<file path="config.mk">
export PLATFORM = sky130hd
export DESIGN_NAME = vfifo_sc_fifo_ctrl
export DESIGN_NICKNAME = d
export VERILOG_FILES = /design/src/rtl/vfifo_sc_fifo_ctrl_pkg.sv /design/src/rtl/vfifo_ctrl_obuf.sv /design/src/rtl/vfifo_sc_fifo_ctrl.sv
export SDC_FILE = /design/constraint.sdc
export NUM_CORES = 1
export LEC_CHECK = 0
export ABC_AREA = 0
export ABC_CLOCK_PERIOD_IN_PS = 4400
export CAP_MARGIN = 10
export CORE_MARGIN = 2
export CORE_UTILIZATION = 46
export DETAILED_ROUTE_END_ITERATION = 8
export PLACE_DENSITY = 0.91
export REMOVE_ABC_BUFFERS = 1
export SLEW_MARGIN = 20
export SYNTH_ARGS = -nofsm -noshare
export SYNTH_HDL_FRONTEND = slang
export SYNTH_SLANG_ARGS = --single-unit
</file>
<file path="constraint.sdc">
create_clock -name clk -period 4.4 [get_ports clk]
set_clock_uncertainty 0.05 [all_clocks]
set_input_delay 1.32 -clock clk [delete_from_list [all_inputs] [get_ports clk]]
set_output_delay 1.32 -clock clk [all_outputs]
set_load 0.03 [all_outputs]
</file>
<file path="src/rtl/vfifo_sc_fifo_ctrl_pkg.sv">
// Shared constants and sizing helpers for the single-clock FIFO controller.
// Holds the RAM depth / level-width helpers and the output-buffer depth.
package vfifo_sc_fifo_ctrl_pkg;

  localparam int unsigned OB_DEPTH = 2;
  localparam int unsigned OB_CNT_W = 2;

  function automatic int unsigned fifo_depth(input int unsigned addr_width);
    return 32'd1 << addr_width;
  endfunction

  // Level spans 0..DEPTH+OB_DEPTH, so two bits above the address width.
  function automatic int unsigned level_width(input int unsigned addr_width);
    return addr_width + 32'd2;
  endfunction

endpackage

</file>
<file path="src/rtl/vfifo_ctrl_obuf.sv">
// Two-entry FWFT output buffer fed by the RAM read port; ob0 is the head.
// rd_data holds its last value while empty and across a flush.
module vfifo_ctrl_obuf
  import vfifo_sc_fifo_ctrl_pkg::*;
#(
  parameter int unsigned DATA_WIDTH = 32
) (
  input  logic                  clk,
  input  logic                  rst_n,
  input  logic                  clr_i,
  input  logic                  load_i,
  input  logic [DATA_WIDTH-1:0] data_i,
  input  logic                  pop_i,
  output logic [OB_CNT_W-1:0]   ob_cnt_o,
  output logic                  rd_valid_o,
  output logic [DATA_WIDTH-1:0] rd_data_o
);

  logic [DATA_WIDTH-1:0] ob0_q, ob0_d, ob1_q, ob1_d;
  logic [OB_CNT_W-1:0]   cnt_q, cnt_d, cnt_after;
  logic                  valid_q, valid_d;

  // Pop shifts first, then the returning RAM word fills the first free slot.
  always_comb begin
    ob0_d     = ob0_q;
    ob1_d     = ob1_q;
    cnt_d     = cnt_q;
    cnt_after = cnt_q;
    if (clr_i) begin
      cnt_d = '0;
    end else begin
      cnt_after = cnt_q - OB_CNT_W'(pop_i);
      if (pop_i && (cnt_q == OB_CNT_W'(OB_DEPTH))) begin
        ob0_d = ob1_q;
      end
      if (load_i) begin
        if (cnt_after == '0) begin
          ob0_d = data_i;
        end else begin
          ob1_d = data_i;
        end
      end
      cnt_d = cnt_after + OB_CNT_W'(load_i);
    end
    valid_d = (cnt_d != '0);
  end

  always_ff @(posedge clk or negedge rst_n) begin
    if (!rst_n) begin
      ob0_q   <= '0;
      ob1_q   <= '0;
      cnt_q   <= '0;
      valid_q <= 1'b0;
    end else begin
      ob0_q   <= ob0_d;
      ob1_q   <= ob1_d;
      cnt_q   <= cnt_d;
      valid_q <= valid_d;
    end
  end

  assign ob_cnt_o   = cnt_q;
  assign rd_valid_o = valid_q;
  assign rd_data_o  = ob0_q;

endmodule

</file>
<file path="src/rtl/vfifo_sc_fifo_ctrl.sv">
// Single-clock FIFO controller sequencing an external 1-cycle-read dual-port RAM.
// Define VFIFO_CTRL_FLAGS_EN to enable registered almost_full/almost_empty flags.
module vfifo_sc_fifo_ctrl
  import vfifo_sc_fifo_ctrl_pkg::*;
#(
  parameter int unsigned DATA_WIDTH = 32,
  parameter int unsigned ADDR_WIDTH = 8,
  parameter int unsigned AFULL_THR  = fifo_depth(ADDR_WIDTH) - 2,
  parameter int unsigned AEMPTY_THR = 2
) (
  input  logic                  clk,
  input  logic                  rst_n,
  input  logic                  clr_i,
  input  logic                  wr_valid_i,
  input  logic [DATA_WIDTH-1:0] wr_data_i,
  output logic                  wr_ready_o,
  output logic                  rd_valid_o,
  output logic [DATA_WIDTH-1:0] rd_data_o,
  input  logic                  rd_ready_i,
  output logic [ADDR_WIDTH-1:0] ram_adr_a_o,
  output logic [DATA_WIDTH-1:0] ram_d_a_o,
  output logic                  ram_we_a_o,
  output logic [ADDR_WIDTH-1:0] ram_adr_b_o,
  output logic [DATA_WIDTH-1:0] ram_d_b_o,
  output logic                  ram_we_b_o,
  input  logic [DATA_WIDTH-1:0] ram_q_b_i,
  output logic [ADDR_WIDTH+1:0] level_o,
  output logic                  almost_full_o,
  output logic                  almost_empty_o
);

  localparam int unsigned DEPTH = fifo_depth(ADDR_WIDTH);
  localparam int unsigned LVL_W = level_width(ADDR_WIDTH);
  localparam int unsigned CNT_W = ADDR_WIDTH + 1;

  if ((AFULL_THR == 0) || (AEMPTY_THR >= AFULL_THR)) begin : g_thr_check
    $error("vfifo_sc_fifo_ctrl: AEMPTY_THR must be below a non-zero AFULL_THR");
  end

  logic [ADDR_WIDTH-1:0] wptr_q, wptr_d, rptr_q, rptr_d;
  logic [CNT_W-1:0]      ram_cnt_q, ram_cnt_d;
  logic [LVL_W-1:0]      level_q, level_d;
  logic                  inflight_q, inflight_d;
  logic                  wr_ready_q, wr_ready_d;
  logic                  push, pop, rd_iss;
  logic [OB_CNT_W-1:0]   ob_cnt;
  logic                  ob_valid;

  // Issue only when the word will have an ob slot by the time it returns.
  always_comb begin
    push   = wr_valid_i & wr_ready_q;
    pop    = ob_valid & rd_ready_i;
    rd_iss = (ram_cnt_q != '0) &&
             ((3'(ob_cnt) + 3'(inflight_q)) < (3'(OB_DEPTH) + 3'(pop)));

    wptr_d     = wptr_q + ADDR_WIDTH'(push);
    rptr_d     = rptr_q + ADDR_WIDTH'(rd_iss);
    ram_cnt_d  = ram_cnt_q + CNT_W'(push) - CNT_W'(rd_iss);
    inflight_d = rd_iss;
    level_d    = level_q + LVL_W'(push) - LVL_W'(pop);
    if (clr_i) begin
      wptr_d     = '0;
      rptr_d     = '0;
      ram_cnt_d  = '0;
      inflight_d = 1'b0;
      level_d    = '0;
    end
    wr_ready_d = (ram_cnt_d < CNT_W'(DEPTH));
  end

  always_ff @(posedge clk or negedge rst_n) begin
    if (!rst_n) begin
      wptr_q     <= '0;
      rptr_q     <= '0;
      ram_cnt_q  <= '0;
      inflight_q <= 1'b0;
      level_q    <= '0;
      wr_ready_q <= 1'b1;
    end else begin
      wptr_q     <= wptr_d;
      rptr_q     <= rptr_d;
      ram_cnt_q  <= ram_cnt_d;
      inflight_q <= inflight_d;
      level_q    <= level_d;
      wr_ready_q <= wr_ready_d;
    end
  end

  vfifo_ctrl_obuf #(
    .DATA_WIDTH (DATA_WIDTH)
  ) u_obuf (
    .clk        (clk),
    .rst_n      (rst_n),
    .clr_i      (clr_i),
    .load_i     (inflight_q),
    .data_i     (ram_q_b_i),
    .pop_i      (pop),
    .ob_cnt_o   (ob_cnt),
    .rd_valid_o (ob_valid),
    .rd_data_o  (rd_data_o)
  );

`ifdef VFIFO_CTRL_FLAGS_EN
  logic afull_q, afull_d, aempty_q, aempty_d;

  // Flags track next-state level so they line up with level_o.
  always_comb begin
    afull_d  = (32'(level_d) >= AFULL_THR);
    aempty_d = (32'(level_d) <= AEMPTY_THR);
    if (clr_i) begin
      afull_d  = 1'b0;
      aempty_d = 1'b1;
    end
  end

  always_ff @(posedge clk or negedge rst_n) begin
    if (!rst_n) begin
      afull_q  <= 1'b0;
      aempty_q <= 1'b1;
    end else begin
      afull_q  <= afull_d;
      aempty_q <= aempty_d;
    end
  end

  assign almost_full_o  = afull_q;
  assign almost_empty_o = aempty_q;
`else
  assign almost_full_o  = 1'b0;
  assign almost_empty_o = 1'b0;
`endif

  assign wr_ready_o  = wr_ready_q;
  assign rd_valid_o  = ob_valid;
  assign level_o     = level_q;
  assign ram_adr_a_o = wptr_q;
  assign ram_d_a_o   = wr_data_i;
  assign ram_we_a_o  = push;
  assign ram_adr_b_o = rptr_q;
  assign ram_d_b_o   = '0;
  assign ram_we_b_o  = 1'b0;

endmodule

</file>
* Yosys cells after proc, flatten, opt, wreduce, memory -nomap -nowiden
Cells that the tools add are included.
Operators by class: bitwise gates (word level) 4, add/sub/neg operators 10, reduce and logical (&&, ||, !) cells 6, eq/ne operators 1, mux-type cells 9, $lt $le $gt $ge 2
Operators with widths (count):
- 32-bit 2-to-1 mux | 3
- 8-bit by 1-bit adder with 8-bit output | 2
- 8-bit 2-to-1 mux | 2
- 10-bit by 1-bit adder with 10-bit output | 1
- 10-bit 2-to-1 mux | 1
- 10-bit by 1-bit subtractor with 10-bit output | 1
- 9-bit by 1-bit adder with 9-bit output | 1
- 9-bit less-than comparator (second input constant) | 1
- 9-bit 2-to-1 mux | 1
- 9-bit nonzero test | 1
- 9-bit by 1-bit subtractor with 9-bit output | 1
- 2-bit by 1-bit adder with 3-bit output | 1
- 2-bit by 1-bit adder with 3-bit output (first input constant) | 1
- 3-bit less-than comparator | 1
- 3-bit AND reduction | 1
- 2-bit by 1-bit adder with 2-bit output | 1
- 1-bit bitwise AND | 2
- 2-bit == test (second input constant) | 1
- 1-bit logical AND | 2
- 2-bit logical NOT | 1
- 2-bit 2-to-1 mux | 1
- 1-bit NOT | 2
- 2-bit nonzero test | 1
- 2-bit by 1-bit subtractor with 2-bit output | 1
- 1-bit 2-to-1 mux | 1
Word-level totals: output and inout port bits 128, logic and storage cells 42, input bits 69, register bits 104

* Logic depth before layout (Yosys ltp)
depth after elaboration 7, mapped depth 14

* Cells and area by module
From an unflattened synthesis, not the netlist that was laid out.
Unflattened totals: cell total of the unflattened synthesis 527, area total of the unflattened synthesis 5713.0 um^2
By module, submodules not included:
- vfifo_ctrl_obuf | instances 1, area an instance 2965.3 um^2, sequential area each 1676.6 um^2, cells an instance 232
- vfifo_sc_fifo_ctrl | instances 1, area an instance 2747.6 um^2, sequential area each 927.1 um^2, cells an instance 295

* Worst setup path before layout
OpenSTA, ideal clock, no wires.
kind in2reg, from input rd_ready_i, to register wr_ready_q (netlist: wr_ready_o), arrival time 3630 ps, stages 12, setup slack 636 ps, required time 4266 ps, buffers on the path 0, cell sequence nand2_1 o21a_1 a311oi_1 ha_1 inv_1 ha_1 fa_1 a211o_1 a31oi_1 o31ai_1 xnor2_1 or2_2
On the way: word-level cells in the longest chain between the ends 7
RTL lines:
- start: declaration | line vfifo_sc_fifo_ctrl.sv:19 | input logic rd_ready_i,
- 1-bit bitwise AND | line vfifo_sc_fifo_ctrl.sv:52 | pop = ob_valid & rd_ready_i;
- 2-bit by 1-bit adder with 3-bit output | line vfifo_sc_fifo_ctrl.sv:54 | ((3'(ob_cnt) + 3'(inflight_q)) < (3'(OB_DEPTH) + 3'(pop)));
- 3-bit less-than comparator | line vfifo_sc_fifo_ctrl.sv:54
- 1-bit logical AND | line vfifo_sc_fifo_ctrl.sv:53 | rd_iss = (ram_cnt_q != '0) &&
- 9-bit by 1-bit subtractor with 9-bit output | line vfifo_sc_fifo_ctrl.sv:58 | ram_cnt_d = ram_cnt_q + CNT_W'(push) - CNT_W'(rd_iss);
- 9-bit 2-to-1 mux | line vfifo_sc_fifo_ctrl.sv:61 | if (clr_i) begin
- 9-bit less-than comparator | line vfifo_sc_fifo_ctrl.sv:68 | wr_ready_d = (ram_cnt_d < CNT_W'(DEPTH));
- named net wr_ready_d | line vfifo_sc_fifo_ctrl.sv:44 | logic wr_ready_q, wr_ready_d;
- end signal: assignment | line vfifo_sc_fifo_ctrl.sv:85 | wr_ready_q <= wr_ready_d;
- end: declaration | line vfifo_sc_fifo_ctrl.sv:44
The timed path passes the listed nets, and every way through them passes these cells. A chain may end at the register's enable or synchronous reset.

* Worst setup path in the final report
from input wr_valid_i, to output ram_we_a_o
On the way: word-level cells in the longest chain between the ends 1
RTL lines:
- start: declaration | line vfifo_sc_fifo_ctrl.sv:14 | input logic wr_valid_i,
- 1-bit bitwise AND | line vfifo_sc_fifo_ctrl.sv:51 | push = wr_valid_i & wr_ready_q;
- end: declaration | line vfifo_sc_fifo_ctrl.sv:22 | output logic ram_we_a_o,
Every way passes these cells.

==> metrics.txt <==
status complete, no violations; largest net degree at the start of global routing 83; Num CTS Buffers 9; most used flip-flop cell after synthesis dfrtp_1; fmax between 200 and 250 MHz; synthesized area roughly 0.0055 mm²; static leakage 2.846 nW; core area 0.01186 mm²; Yosys reg bits approximately 100; TNS Setup 0 ns; PD cells between 800 and 900 mW/mm²; Initial Util about 47%; largest area contributor in the netlist dfrtp_1; endpoints failing setup 0; Die ar. approximately 0.013 mm²; Die W 113.6 µm; Vias 3807; Post-Synthesis Cells 490; Synth-to-Final Area Change 19.33%; antenna violations before repair 0; async set-reset flop share out of synthesis 100.0%; CTS Root Cell clkbuf_16; vias in the first global route 3950; number of vias per cell between 5 and 6; CP Class input pin to primary output; Commonest cells post-synth dfrtp_1 (103), buf_4 (70), o22a_1 (64); Worst-Skew Late Latency around 0.35 ns; Clock Sinks 104; gpl congestion between 0.8 and 0.9; dpl hpwl just over 9000 µm; FF-to-FF path depth 13; Slew Limit Fails 0; Detail Route Antenna Nets 0; remaining global-route overflow 0; GR Util All Layers between 20% and 30%; first-pass GRT wire length around 20000 µm; worst hold path depth 1; Ys Warns 0; Final period util ~93%; H-Tree Depth 3; Unique masters post-synth 44; HP Start u_obuf.rd_data_o[16]; maximum clock path buffer count 2; peak supply drop 0.2944 mV; DRT Pass-1 Iters 5; Residual DRC 0; Worst Path Required between 3 and 4 ns; Worst Tran Pin Value about 0.75 ns; Syn Area/Cell between 10 and 15 µm²; Layout Utilization about 56%; Filler cells 978; register-to-register setup slack 1.06 ns; Worst R2R End wr_ready_o; hold crit path type flop to flop; register clock-pin slew on the reported worst setup and hold paths roughly 0.070 ns; post-synth top area share approximately 47%; RSZ-0062 raised after global routing no; Crit. End Element primary output; layout cells sized above 1 a little under an eighth; CP Launch Type input pin; DR WL/cell 18.12 µm; ANT cells 0; top cells by area, synth dfrtp_1 (47%), o22a_1 (10%), buf_4 (9.5%); # IOs between 150 and 200; Multi-input gate area about 0.0024 mm²; most common cell in the netlist dfrtp_1; CTS tree yes; crit-path max FO 4; Post-CTS Repair Setup Buffers 0; register area between 0.002 and 0.003 mm²; post_cts resized 0; Worst Hold End u_obuf.rd_data_o[16]; max_slew headroom about half; data arrival time of the critical path between 2 and 3 ns; drt first-iter violations approximately 150; # rows 40; layout net count 655; Hold Buf Count CTS 0; minimum clock period about 4.1 ns; Die Y approximately 110 µm; endpoints failing hold 0; Post-synth EDFFs 0; Seq/Total Area, Yosys 47.10%; routed wire length ~13000 µm; RR Startpoint inflight_q; IO buf count 97; maxcap violations 0
[registers in the layout (all words and copies together), names as in the netlist]
signal / flops
ram_adr_a_o: 8
inflight_q: 1
level_o: 10
wr_ready_o: 1
ram_adr_b_o: 8
u_obuf.ob_cnt_o: 2
u_obuf.rd_valid_o: 1
ram_cnt_q: 9
u_obuf.rd_data_o: 32
u_obuf.ob1_q: 32
[power by group]
group | switching, mW | internal (mW) | total [mW]
clock | 0.357 | 0.462 | 0.819
combinational | 1.52 | 1.37 | 2.90
sequential | 0.254 | 1.38 | 1.63
total | 2.14 | 3.21 | 5.35
[cells by family (layout without fill, tap and decap cells)]
family	count (synthesis)	after routing	share of synthesized area [%]
XOR/XNOR	24	24	3.803
other	1	35	0.06784
AO/OA/AOI/OAI	102	102	14.62
multiplexers	33	33	6.723
buffers and inverters	114	149	12.63
adder cells (fa/ha/maj)	32	32	7.515
AND/OR/NAND/NOR	80	80	7.538
flip-flops	104	104	47.10
[routing by layer]
layer,vias up,routed length [µm],global-route usage [%]
met1,1904,5256,24.13
met4,0,204,5.447
met2,139,6268,33.25
met3,20,1064,9.245
li1,1744,-,-
met5,-,0,1.569
[layout by cell type (no fill, tap or decap), types with 7 or more instances in the layout]
master	Yosys	routed
dfrtp_1	103	103
clkdlybuf4s50_1	0	95
o22a_1	64	64
conb_1	1	35
mux2_2	32	32
ha_1	30	30
inv_1	27	27
nor2_1	26	26
xnor2_1	13	13
nor2b_1	11	11
xor2_1	11	11
a21oi_1	11	10
nand3_1	9	9
clkbuf_16	0	9
buf_4	70	9
nor3_1	7	7
[worst max-delay path by stage]
stage,from,end,slack (ns),cells past startpoint
floorplan,rd_ready_i,u_obuf.ob1_q[0],0.40,6
global placement,rd_ready_i,wr_ready_o,0.11,13
detailed placement,rd_ready_i,wr_ready_o,0.05,13
CTS,wr_valid_i,ram_we_a_o,0.33,3
global route,rd_ready_i,wr_ready_o,0.16,13
finish,wr_valid_i,ram_we_a_o,0.32,3
[critical path, cell delays in order]
cell and delay, ns:
clkdlybuf4s50_1 0.44, and2_1 0.23, clkdlybuf4s50_1 0.72
[final cells by class]
cell class | count | share of cell area (%)
Multi-Input combinational cell | 306 | 35.85
Clock inverter | 5 | 0.9863
Clock buffer | 11 | 3.680
Inverter | 27 | 1.536
Timing Repair Buffer | 106 | 15.69
Tap cell | 147 | 2.788
Sequential cell | 104 | 39.47
[metrics by stage]
| stage | total power, mW | instances | setup slack (ns) | instance area [µm²] | hold WS, ns |
|---|---|---|---|---|---|
| 2_1_floorplan | 3.582 | 437 | 0.4024 | 5059 | 0.4317 |
| 3_3_place_gp | 4.362 | 690 | 0.1089 | 6285 | 0.4218 |
| 3_5_place_dp | 4.528 | 690 | 0.04600 | 6285 | 0.4375 |
| 4_1_cts | 5.378 | 706 | 0.3282 | 6593 | 0.4478 |
| 5_1_grt | 5.701 | 706 | 0.1637 | 6596 | 0.4734 |
| 6_report | 5.347 | 706 | 0.3207 | 6596 | 0.4435 |
(Power assumes the default switching activity.)
